--- src/rtl/index_vector_packer.sv ---
// Packs a stream of 1-based bit indices into a WIDTH-bit vector with popcount, hi and lo indices.
// Optional: define INDEX_VECTOR_PACKER_DUP_ERR_EN to flag duplicate indices in o_vec_err.
module index_vector_packer #(
  parameter int unsigned WIDTH = 8,
  localparam int unsigned IW = $clog2(WIDTH) + 1
) (
  input  logic             i_clk,
  input  logic             i_rst,
  input  logic             i_idx_valid,
  output logic             o_idx_ready,
  input  logic [IW-1:0]    i_idx,
  input  logic             i_idx_last,
  output logic             o_vec_valid,
  input  logic             i_vec_ready,
  output logic [WIDTH-1:0] o_vec,
  output logic [IW-1:0]    o_vec_count,
  output logic [IW-1:0]    o_vec_hi,
  output logic [IW-1:0]    o_vec_lo,
  output logic             o_vec_err
);

  localparam logic [0:0]    StAccum = 1'b0;
  localparam logic [0:0]    StHold  = 1'b1;
  localparam logic [IW-1:0] IdxMax  = IW'(WIDTH);

  logic [0:0]       state_q, state_d;
  logic [WIDTH-1:0] vec_q, vec_d;
  logic [IW-1:0]    count_q, count_d;
  logic [IW-1:0]    hi_q, hi_d;
  logic [IW-1:0]    lo_q, lo_d;
  logic             err_q, err_d;

  logic [WIDTH-1:0] idx_mask;
  logic             idx_dup;
  logic             idx_new;
  logic             idx_oor;
  logic             beat_err;
  logic             beat_acc;

  // One-hot decode of the index; index 0 and out-of-range indices decode to all zeros.
  always_comb begin
    idx_mask = '0;
    for (int k = 0; k < WIDTH; k++) begin
      idx_mask[k] = (i_idx == IW'(k + 1));
    end
  end

  assign idx_dup = |(idx_mask & vec_q);
  assign idx_new = (|idx_mask) & ~idx_dup;
  assign idx_oor = (i_idx > IdxMax);

`ifdef INDEX_VECTOR_PACKER_DUP_ERR_EN
  assign beat_err = idx_oor | idx_dup;
`else
  assign beat_err = idx_oor;
`endif

  assign o_idx_ready = (state_q == StAccum) & ~i_rst;
  assign o_vec_valid = (state_q == StHold);
  assign beat_acc    = i_idx_valid & o_idx_ready;

  always_comb begin
    state_d = state_q;
    vec_d   = vec_q;
    count_d = count_q;
    hi_d    = hi_q;
    lo_d    = lo_q;
    err_d   = err_q;
    case (state_q)
      StAccum: begin
        if (beat_acc) begin
          if (idx_new) begin
            vec_d   = vec_q | idx_mask;
            count_d = count_q + IW'(1);
            if (i_idx > hi_q) begin
              hi_d = i_idx;
            end
            if ((lo_q == '0) || (i_idx < lo_q)) begin
              lo_d = i_idx;
            end
          end
          if (beat_err) begin
            err_d = 1'b1;
          end
          if (i_idx_last) begin
            state_d = StHold;
          end
        end
      end
      StHold: begin
        // Clearing here leaves the outputs reading zero once back in ACCUM.
        if (i_vec_ready) begin
          state_d = StAccum;
          vec_d   = '0;
          count_d = '0;
          hi_d    = '0;
          lo_d    = '0;
          err_d   = 1'b0;
        end
      end
      default: begin
        state_d = StAccum;
      end
    endcase
  end

  always_ff @(posedge i_clk or posedge i_rst) begin
    if (i_rst) begin
      state_q <= StAccum;
      vec_q   <= '0;
      count_q <= '0;
      hi_q    <= '0;
      lo_q    <= '0;
      err_q   <= 1'b0;
    end else begin
      state_q <= state_d;
      vec_q   <= vec_d;
      count_q <= count_d;
      hi_q    <= hi_d;
      lo_q    <= lo_d;
      err_q   <= err_d;
    end
  end

  assign o_vec       = vec_q;
  assign o_vec_count = count_q;
  assign o_vec_hi    = hi_q;
  assign o_vec_lo    = lo_q;
  assign o_vec_err   = err_q;

endmodule

--- config.mk ---
export PLATFORM = sky130hd
export DESIGN_NAME = index_vector_packer
export DESIGN_NICKNAME = d
export VERILOG_FILES = /design/src/rtl/index_vector_packer.sv
export SDC_FILE = /design/constraint.sdc
export NUM_CORES = 1
export LEC_CHECK = 0
export CAP_MARGIN = 20
export CORE_ASPECT_RATIO = 0.7
export CORE_MARGIN = 5
export CORE_UTILIZATION = 48
export DETAILED_ROUTE_END_ITERATION = 10
export PLACE_DENSITY = 0.79
export SYNTH_ARGS = -nofsm -noshare
export SYNTH_HDL_FRONTEND = slang
export SYNTH_SLANG_ARGS = --single-unit
--- constraint.sdc ---
create_clock -name i_clk -period 2.26 [get_ports i_clk]
set_input_delay 0.226 -clock i_clk [delete_from_list [all_inputs] [get_ports i_clk]]
set_output_delay 0.226 -clock i_clk [all_outputs]
set_load 0.01 [all_outputs]
==> results of run 1 <==
registers in the layout (all words and copies together) (netlist names):
name,flops
o_vec,8
o_vec_count,4
o_vec_hi,4
o_vec_lo,4
o_vec_err,1
o_vec_valid,1
routing by layer:
metal / GRT usage (%) / part of all wire (%) / up-vias
met4: 8.44 / 1.6 / 0
met2: 30.6 / 44 / 41
met1: 26.8 / 48 / 607
met3: 5.75 / 5.6 / 8
li1: - / - / 582
met5: 0 / 0 / -
stage by stage:
step	instances	hold WS (ns)	setup WS (ns)
3_5_place_dp	213	0.502	-0.226
6_report	217	0.368	0.0681
4_1_cts	217	0.384	0.0614
2_1_floorplan	131	0.215	0.398
5_1_grt	217	0.435	0.00438
3_3_place_gp	213	0.471	-0.0588
area by class of cell:
cell class	count	area, µm²
repair buffers	52	468
flip-flops and latches	22	551
multi-input cells	92	618
well taps	34	42.5
inverters	13	48.8
clock buffers	4	55.1
fillers	186	676
power by group through the flow:
stage          sequential, mW  combinational (mW)  clock [mW]
5_1_grt                 0.603               0.723       0.311
6_report                0.587               0.661       0.284
3_3_place_gp            0.587               0.629           0
3_5_place_dp            0.591               0.657           0
4_1_cts                 0.585               0.660       0.291
2_1_floorplan           0.622               0.264           0
critical path, stage by stage:
cell and delay (ns):
clkdlybuf4s50_1 0.63, ha_1 0.30, and3b_1 0.17, a2111oi_0 0.43
o21ai_1 0.18, nor3b_1 0.20, a22o_1 0.21
cell usage in the layout, fill, tap and decap left out, drive strengths merged, types with 2 or more instances in the layout:
cell and instances:
o31ai 4, clkdlybuf4s50 31, a32o 3, o21ai 5
nor3b 3, clkbuf 4, ha 8, inv 13
nor3 2, buf 21, a31oi 5, nand3 4
nor2 17, a22o 5, a21oi 6, mux2i 3
dfrtp 22, or4 2, nand2 10
how the worst max path moves through the flow:
stage                        endpoint        start
after floorplan           o_vec_hi[0]  o_vec_hi[2]
after global placement    o_vec_hi[2]     i_idx[1]
after detailed placement  o_vec_hi[2]     i_idx[1]
after CTS                 o_vec_hi[2]     i_idx[1]
after global routing      o_vec_lo[2]     i_idx[1]
final                     o_vec_hi[2]     i_idx[1]
cells by family (layout without fill, tap and decap cells):
kind of cell / after synthesis / count (layout) / synth area share, %
simple gates: 46 / 46 / 19.0
compound gates: 35 / 35 / 20.5
flops: 22 / 22 / 44.6
buf+inv: 17 / 69 / 5.37
fa+ha+maj: 8 / 8 / 8.11
mux: 3 / 3 / 2.43
==> results.md, run 1 <==
- Outcome: complete, no violations
- Vias/cell: 5.71
- FF+latch count, synth: 22
- Worst Path Required: 2.42 ns
- EDFF count, synth: 0
- Die height: 52.4 µm
- RR Endpoint: o_vec_hi[2]
- Core area: 0.00246 mm²
- Mapped Cells: 131
- Comb power frac: 43.1%
- Synth Cell Area: 0.00123 mm²
- Number of detailed-route iterations in the first pass: 4
- Dpl hpwl: 2620 µm
- Part of the power in registers: 38.3%
- Synth Flop Type: dfrtp_1
- H-tree levels: 1
- FMAX: 456 MHz
- Port-buffer cells: 31
- Switching Share: 33.9%
- Clock slew at the register clock pins of the worst setup and hold paths: 0.08 ns
- MaxCap Viol Count: 0
- Routability cong.: 0.875
- Die area: 0.00370 mm²
- CP Max Fanout: 7
- Setup TNS: 0 ns
- Hold Crit Class: in -> async
- Post-synth top area share: 44.6%
- Area after DPL: 0.00173 mm²
- Post-DRT Antenna Nets: 0
- Vias in the first global route: 1218
- Reg2Reg Depth: 7
- Via Count: 1238
- Ant diodes: 0
- Psw: 519 µW
- Post-Route WL: 3400 µm
- Initial Utilization: 50.2%
- Area leader, netlist: dfrtp_1
- First-pass GRT wire length: 5770 µm
- Grt total ovfl: 0
- Net count, final: 201
- Final hold viol count: 0
- Top post-synthesis cells by area: dfrtp_1, ha_1, nor2_1
- Syn Nets: 148
- Initial antenna violation count: 0
- Yosys cell types: 33
- Top cells by count, synth: dfrtp_1, nor2_1, inv_1
- Slew Viols, Final: 0
- DRC violations left: 0
- Fin crit period: 2.19 ns
- Finished Core Util: 72.5%
- Register-to-Register Setup Slack: 0.21 ns
- 1st-iter DRT viols: 67
- Total track usage: 20.1%
- Leakage power figure: 0.815 nW
- R2r startpoint: o_vec_hi[2]
- RSZ-0062 raised after global routing: false
- VDD IR max: 0.518 mV
- Post-synthesis sequential area ratio: 44.6%
- Worst Setup End Kind: flip-flop
- Fin area: 0.00178 mm²
- Worst-Skew Late Latency: 0.26 ns
- Most frequent cell after synthesis: dfrtp_1
- Hold-fix buffers, CTS: 0
- Postcts setup bufs: 0
- Synthesized area per cell: 9.43 µm²
- Fraction of registers with async set/reset: 100%
- Post-Route Skew: 0.00307 ns
- Startpoint Class: primary input
- Root Buffer: clkbuf_8
- Post-CTS sizing: 0
- Crit Path Class: in -> reg
- Area growth, synth to finish: 44.4%
- Cts bufs inserted: 3
- Power per Cell Area: 859 mW/mm²
- CTS Buffer Depth: 2
- Tcrit/Tclk final: 97.0%
- Internal power: 1.01 mW
- Arr. time, crit path: 2.35 ns
- Final Total Pwr: 1.53 mW
- Worst Max-Slew Pin Slew: 0.427 ns
- Clock Power Share: 18.5%
- Wire per inst: 15.7 µm
- # setup viols final: 0
- TritonCTS clock tree: done
- I/O pins: 32
- Num rows: 15
- Clock sinks: 22
- Die X: 70.6 µm
- Share of cells above drive strength 1: 14.8%
- Slew margin rel.: 70.8%
- Largest net degree at the start of global routing: 13
- Syn. warnings: 0
Note: power is estimated with default switching activity, not from simulation.
==> inputs of run 2 (changes only) <==
--- a/config.mk
+++ b/config.mk
@@ -8,9 +8,8 @@
 export CAP_MARGIN = 20
 export CORE_ASPECT_RATIO = 0.7
 export CORE_MARGIN = 5
-export CORE_UTILIZATION = 48
+export CORE_UTILIZATION = 33
 export DETAILED_ROUTE_END_ITERATION = 10
-export PLACE_DENSITY = 0.79
 export SYNTH_ARGS = -nofsm -noshare
 export SYNTH_HDL_FRONTEND = slang
 export SYNTH_SLANG_ARGS = --single-unit
==> results.md, run 2 (synthesized netlist as in run 1, its figures left out) <==
- I/O pins: 32 (unchanged)
- Leakage power figure: 0.807 nW (-1.0%)
- CP Max Fanout: 4 (-3)
- Routability cong.: 0.827 (-5.5%)
- Outcome: complete, no violations
- CP delay by family, top: compound AO/OA/AOI/OAI gates
- Core area: 0.00356 mm² (+45%)
- Num rows: 18 (+3)
- Hold_ws: 0.381 ns (+0.0136 ns)
- CP bufs+invs: 1 (unchanged)
- Die height: 61.2 µm (+17%)
- Net count, final: 201 (unchanged)
- Flip-flop count of the largest register after layout: 8 (unchanged)
- Post-Route WL: 3580 µm (+5.1%)
- TritonCTS clock tree: done
- Slew margin rel.: 69.0% (-1.8 points)
- Initial antenna violation count: 0 (unchanged)
- Hold-fix buffers, CTS: 0 (unchanged)
- Grt total ovfl: 0 (unchanged)
- VDD IR max: 0.450 mV (-13%)
- Root Buffer: clkbuf_8
- FMAX: 458 MHz (+0.42%)
- Share of cells above drive strength 1: 14.3% (-0.47 points)
- DRC violations left: 0 (unchanged)
- Power per Cell Area: 822 mW/mm² (-4.3%)
- Vias in the first global route: 1181 (-3.0%)
- Slowest-stage cell, CP: clkdlybuf4s50_1
- Final hold viol count: 0 (unchanged)
- Die X: 83.1 µm (+18%)
- Arr. time, crit path: 2.34 ns (about the same)
- CP Capture Point: o_vec_hi[1]
- Register-to-Register Setup Slack: 0.16 ns (-0.05 ns)
- Final Total Pwr: 1.47 mW (-4.0%)
- Worst Path Required: 2.42 ns (about the same)
- R2r startpoint: o_vec_hi[2]
- Ant diodes: 0 (unchanged)
- Reg2Reg Depth: 7 (unchanged)
- Crit Path Class: in -> reg
- Hold Crit Class: in -> async
- Commonest non-fill, non-tap cell in the layout: clkdlybuf4s50_1
- Tcrit/Tclk final: 96.6% (-0.41 points)
- Vias/cell: 5.21 (-8.7%)
- Worst Setup End Kind: flip-flop
- Fillers: 362 (+95%)
- # setup viols final: 0 (unchanged)
- 1st-iter DRT viols: 54 (-19%)
- Initial Utilization: 34.7% (-16 points)
- Largest net degree at the start of global routing: 13 (unchanged)
- Number of detailed-route iterations in the first pass: 4 (unchanged)
- Commonest non-fill, non-tap cells in the layout: clkdlybuf4s50_1, dfrtp_1, buf_4
- Total track usage: 14.7% (-5.4 points)
- Via Count: 1209 (-2.3%)
- Post-Route Skew: 0.00761 ns (+0.00454 ns)
- Startpoint Class: primary input
- Dpl hpwl: 2860 µm (+9.0%)
- Post-CTS sizing: 0 (unchanged)
- CP cell instances: clkdlybuf4s50_1 -> ha_1 -> and3b_1 -> a2111oi_0 -> o21ai_0 -> nor3b_1 -> a22o_1
- RR Endpoint: o_vec_hi[1]
- RSZ-0062 raised after global routing: false
- Wire per inst: 15.4 µm (-1.7%)
- Slew Viols, Final: 0 (unchanged)
- Worst-Skew Late Latency: 0.27 ns (about the same)
- H-tree levels: 1 (unchanged)
- Postcts setup bufs: 0 (unchanged)
- Post-DRT Antenna Nets: 0 (unchanged)
- Crit-path max cell delay: 0.50 ns (-0.13 ns)
- CTS Buffer Depth: 2 (unchanged)
- Area growth, synth to finish: 44.9%
- Clock slew at the register clock pins of the worst setup and hold paths: 0.08 ns (about the same)
- Port-buffer cells: 31 (unchanged)
- Die area: 0.00508 mm² (+37%)
- Worst Max-Slew Pin Slew: 0.464 ns (+0.0372 ns)
- Cts bufs inserted: 3 (unchanged)
- Clock sinks: 22 (unchanged)
- MaxCap Viol Count: 0 (unchanged)
- Critical path depth: 7 (unchanged)
- Crit path from: i_idx[2]
- Fin crit period: 2.18 ns (-0.00927 ns)
- First-pass GRT wire length: 5790 µm (+0.36%)
[run 2: per-stage QoR]
| step | worst slack, ns | cell area, µm² | utilization (%) | cells | setup TNS, ns |
|---|---|---|---|---|---|
| after floorplan | 0.398 | 1230 | - | 131 | 0 |
| after CTS | 0.0977 | 1790 | 50.3 | 232 | 0 |
| after global routing | 0.0127 | 1790 | 50.3 | 232 | 0 |
| after detailed placement | -0.196 | 1750 | 49.1 | 229 | -0.876 |
| final | 0.0774 | 1790 | 50.3 | 232 | 0 |
| after global placement | -0.0250 | 1750 | 49.1 | 229 | -0.0747 |
[run 2: worst reg2reg max path: stages, from the launching register on]
cell,delay [ns]
dfrtp_1,0.38
inv_1,0.06
ha_1,0.30
and3b_1,0.18
a2111oi_0,0.40
o21ai_0,0.24
nor3b_1,0.23
a22o_1,0.21
[run 2: worst min path at each step]
stage,from,to,slack [ns]
after floorplan,i_rst,o_vec[0],0.22
after global placement,o_vec_err,o_vec_err,0.47
after detailed placement,o_vec_err,o_vec_err,0.49
after CTS,i_rst,o_vec[1],0.39
after global routing,i_rst,o_vec[0],0.43
final,i_rst,o_vec[0],0.38
[run 2: power breakdown]
part	internal, mW	leakage [nW]	switching, mW
combinational	0.356	0.494	0.283
sequential	0.490	0.292	0.0973
clock	0.119	0.0216	0.126
total	0.965	0.807	0.506
[run 2: area by class of cell]
type	instances	area, µm²	area share, %
inverter	13	48.8	2.73
clock buffer	3	41.3	2.31
sequential	22	551	30.8
timing repair buffer	52	468	26.2
multi-input combinational	92	618	34.5
tap	50	62.6	3.50
[run 2: layer usage]
metal  vias up  global-route usage, %  part of all wire [%]
met5         -                      0                     0
met4         0                   4.66                   1.6
met2        35                   23.4                    46
li1        582                      -                     -
met1       584                   19.2                    46
met3         8                   5.08                   6.0
==> inputs of run 3 (changes only) <==
--- a/config.mk
+++ b/config.mk
@@ -10,6 +10,7 @@
 export CORE_MARGIN = 5
 export CORE_UTILIZATION = 33
 export DETAILED_ROUTE_END_ITERATION = 10
+export PLACE_DENSITY = 0.56
 export SYNTH_ARGS = -nofsm -noshare
 export SYNTH_HDL_FRONTEND = slang
 export SYNTH_SLANG_ARGS = --single-unit
==> results.md, run 3 (synthesized netlist as in run 1, its figures left out) <==
- Outcome: complete, no violations
- R2r startpoint: o_vec_hi[2]
- Dpl hpwl: 2830 µm (-0.99%)
- MaxCap Viol Count: 0 (unchanged)
- First-pass GRT wire length: 5970 µm (+3.1%)
- Worst Setup End Kind: flip-flop
- Postcts setup bufs: 0 (unchanged)
- Flip-flop count of the largest register after layout: 8 (unchanged)
- Crit Path Class: in -> reg
- Worst Path Required: 2.46 ns (+0.04 ns)
- 1st-iter DRT viols: 71 (+31%)
- Cts bufs inserted: 3 (unchanged)
- Fillers: 358 (-1.1%)
- RSZ-0062 raised after global routing: false
- Wire per inst: 15.2 µm (-1.4%)
- Slew Viols, Final: 0 (unchanged)
- Grt met1 use: 20.7% (+1.5 points)
- Clock slew at the register clock pins of the worst setup and hold paths: 0.08 ns (about the same)
- H-tree levels: 1 (unchanged)
- Worst Max-Slew Pin Slew: 0.520 ns (+0.0561 ns)
- CP Max Fanout: 5 (+1)
- Die X: 83.1 µm (unchanged)
- Total track usage: 14.8% (+0.11 points)
- Worst-Skew Late Latency: 0.26 ns (about the same)
- Share of cells above drive strength 1: 15.8% (+1.5 points)
- Grt total ovfl: 0 (unchanged)
- Fin area: 0.00183 mm² (+2.4%)
- Power per Cell Area: 892 mW/mm² (+8.5%)
- Number of detailed-route iterations in the first pass: 4 (unchanged)
- Post-DRT Antenna Nets: 0 (unchanged)
- Die height: 61.2 µm (unchanged)
- Vias/cell: 5.14 (-1.4%)
- FMAX: 471 MHz (+2.8%)
- Startpoint Class: primary input
- I/O pins: 32 (unchanged)
- Final hold viol count: 0 (unchanged)
- RR Endpoint: o_vec_hi[2]
- Vias in the first global route: 1215 (+2.9%)
- Met2 Resource Use GR: 23.6% (+0.23 points)
- Hold Crit Class: in -> async
- Port-buffer cells: 31 (unchanged)
- CTS Buffer Depth: 2 (unchanged)
- Tcrit/Tclk final: 93.9% (-2.7 points)
- Fin crit period: 2.12 ns (-0.0604 ns)
- Commonest non-fill, non-tap cells in the layout: clkdlybuf4s50_1, dfrtp_1, buf_4
- Area after DPL: 0.00176 mm² (+0.43%)
- Commonest non-fill, non-tap cell in the layout: clkdlybuf4s50_1
- Final Total Pwr: 1.63 mW (+11%)
- Clock sinks: 22 (unchanged)
- Area growth, synth to finish: 48.4%
- Num rows: 18 (unchanged)
- Reg2Reg Depth: 8 (+1)
- Net count, final: 202 (+0.50%)
- Die area: 0.00508 mm² (unchanged)
- Finished Core Util: 51.5% (+1.2 points)
- GR peak layer: met2
- Hold_ws: 0.406 ns (+0.0246 ns)
- # setup viols final: 0 (unchanged)
- Post-CTS sizing: 0 (unchanged)
- Routability cong.: 0.814 (-1.5%)
- Post-Route Skew: 0.00768 ns (+0.0000669 ns)
- Hold-fix buffers, CTS: 0 (unchanged)
- Slew margin rel.: 65.3% (-3.7 points)
- DRC violations left: 0 (unchanged)
- Arr. time, crit path: 2.32 ns (-0.02 ns)
- Leakage power figure: 0.827 nW (+2.5%)
- Root Buffer: clkbuf_8
- Register-to-Register Setup Slack: 0.27 ns (+0.11 ns)
- Core area: 0.00356 mm² (unchanged)
- VDD IR max: 0.453 mV (+0.72%)
- Ant diodes: 0 (unchanged)
- Initial Utilization: 34.7% (unchanged)
- Via Count: 1202 (-0.58%)
- Largest net degree at the start of global routing: 14 (+1)
- Met3 Track Usage GR: 4.81% (-0.27 points)
- Post-Route WL: 3560 µm (-0.59%)
- TritonCTS clock tree: done
- Initial antenna violation count: 0 (unchanged)
run 3: cell types whose count changed in the layout (fill, tap and decap cells not counted):
| cell | change |
|---|---|
| a2111oi_0 | -1 |
| a2111oi_2 | +1 |
| buf_4 | +1 |
| bufinv_16 | +1 |
run 3: metrics by stage:
stage               TNS (ns)  cells  worst slack [ns]
floorplan                  0    131             0.398
global route               0    234           0.00994
detailed placement     -1.08    230            -0.253
CTS                        0    234           0.00501
finish                     0    234             0.138
global placement      -0.440    230           -0.0977
run 3: per-layer routing:
| metal | vias to the layer above | share of wire, % |
|---|---|---|
| met5 | - | 0 |
| met3 | 2 | 6.2 |
| li1 | 587 | - |
| met1 | 574 | 51 |
| met2 | 39 | 43 |
| met4 | 0 | 0.22 |
run 3: report_power, final:
| group | leakage, nW | switching, mW | internal (mW) |
|---|---|---|---|
| combinational | 0.500 | 0.295 | 0.381 |
| clock | 0.0357 | 0.130 | 0.237 |
| sequential | 0.292 | 0.103 | 0.490 |
| total | 0.827 | 0.528 | 1.11 |
run 3: area by class of cell:
type	count	area, µm²	area share (%)
Sequential cell	22	551	30.0
Timing Repair Buffer	53	475	25.9
Clock buffer	3	41.3	2.25
Clock inverter	1	30.0	1.64
Multi-Input combinational cell	92	624	34.1
Tap cell	50	62.6	3.41
Inverter	13	48.8	2.66
run 3: worst max path at each step:
stage / from / end / slack [ns] / cells past startpoint
after floorplan: o_vec_hi[2] / o_vec_hi[0] / 0.40 / 7
after global placement: i_idx[2] / o_vec_hi[1] / -0.1 / 8
after detailed placement: i_idx[2] / o_vec_hi[2] / -0.25 / 8
after CTS: i_idx[2] / o_vec_hi[2] / 0.005 / 8
after global routing: i_idx[2] / o_vec_hi[2] / 0.01 / 8
final: i_idx[2] / o_vec_hi[2] / 0.14 / 8
run 3: worst max-delay path, cell delays in order:
cell             delay [ns]
clkdlybuf4s50_1        0.52
ha_1                   0.37
and3b_1                0.20
a2111oi_2              0.35
o21ai_0                0.17
buf_4                  0.16
nand3_1                0.15
a22o_1                 0.17
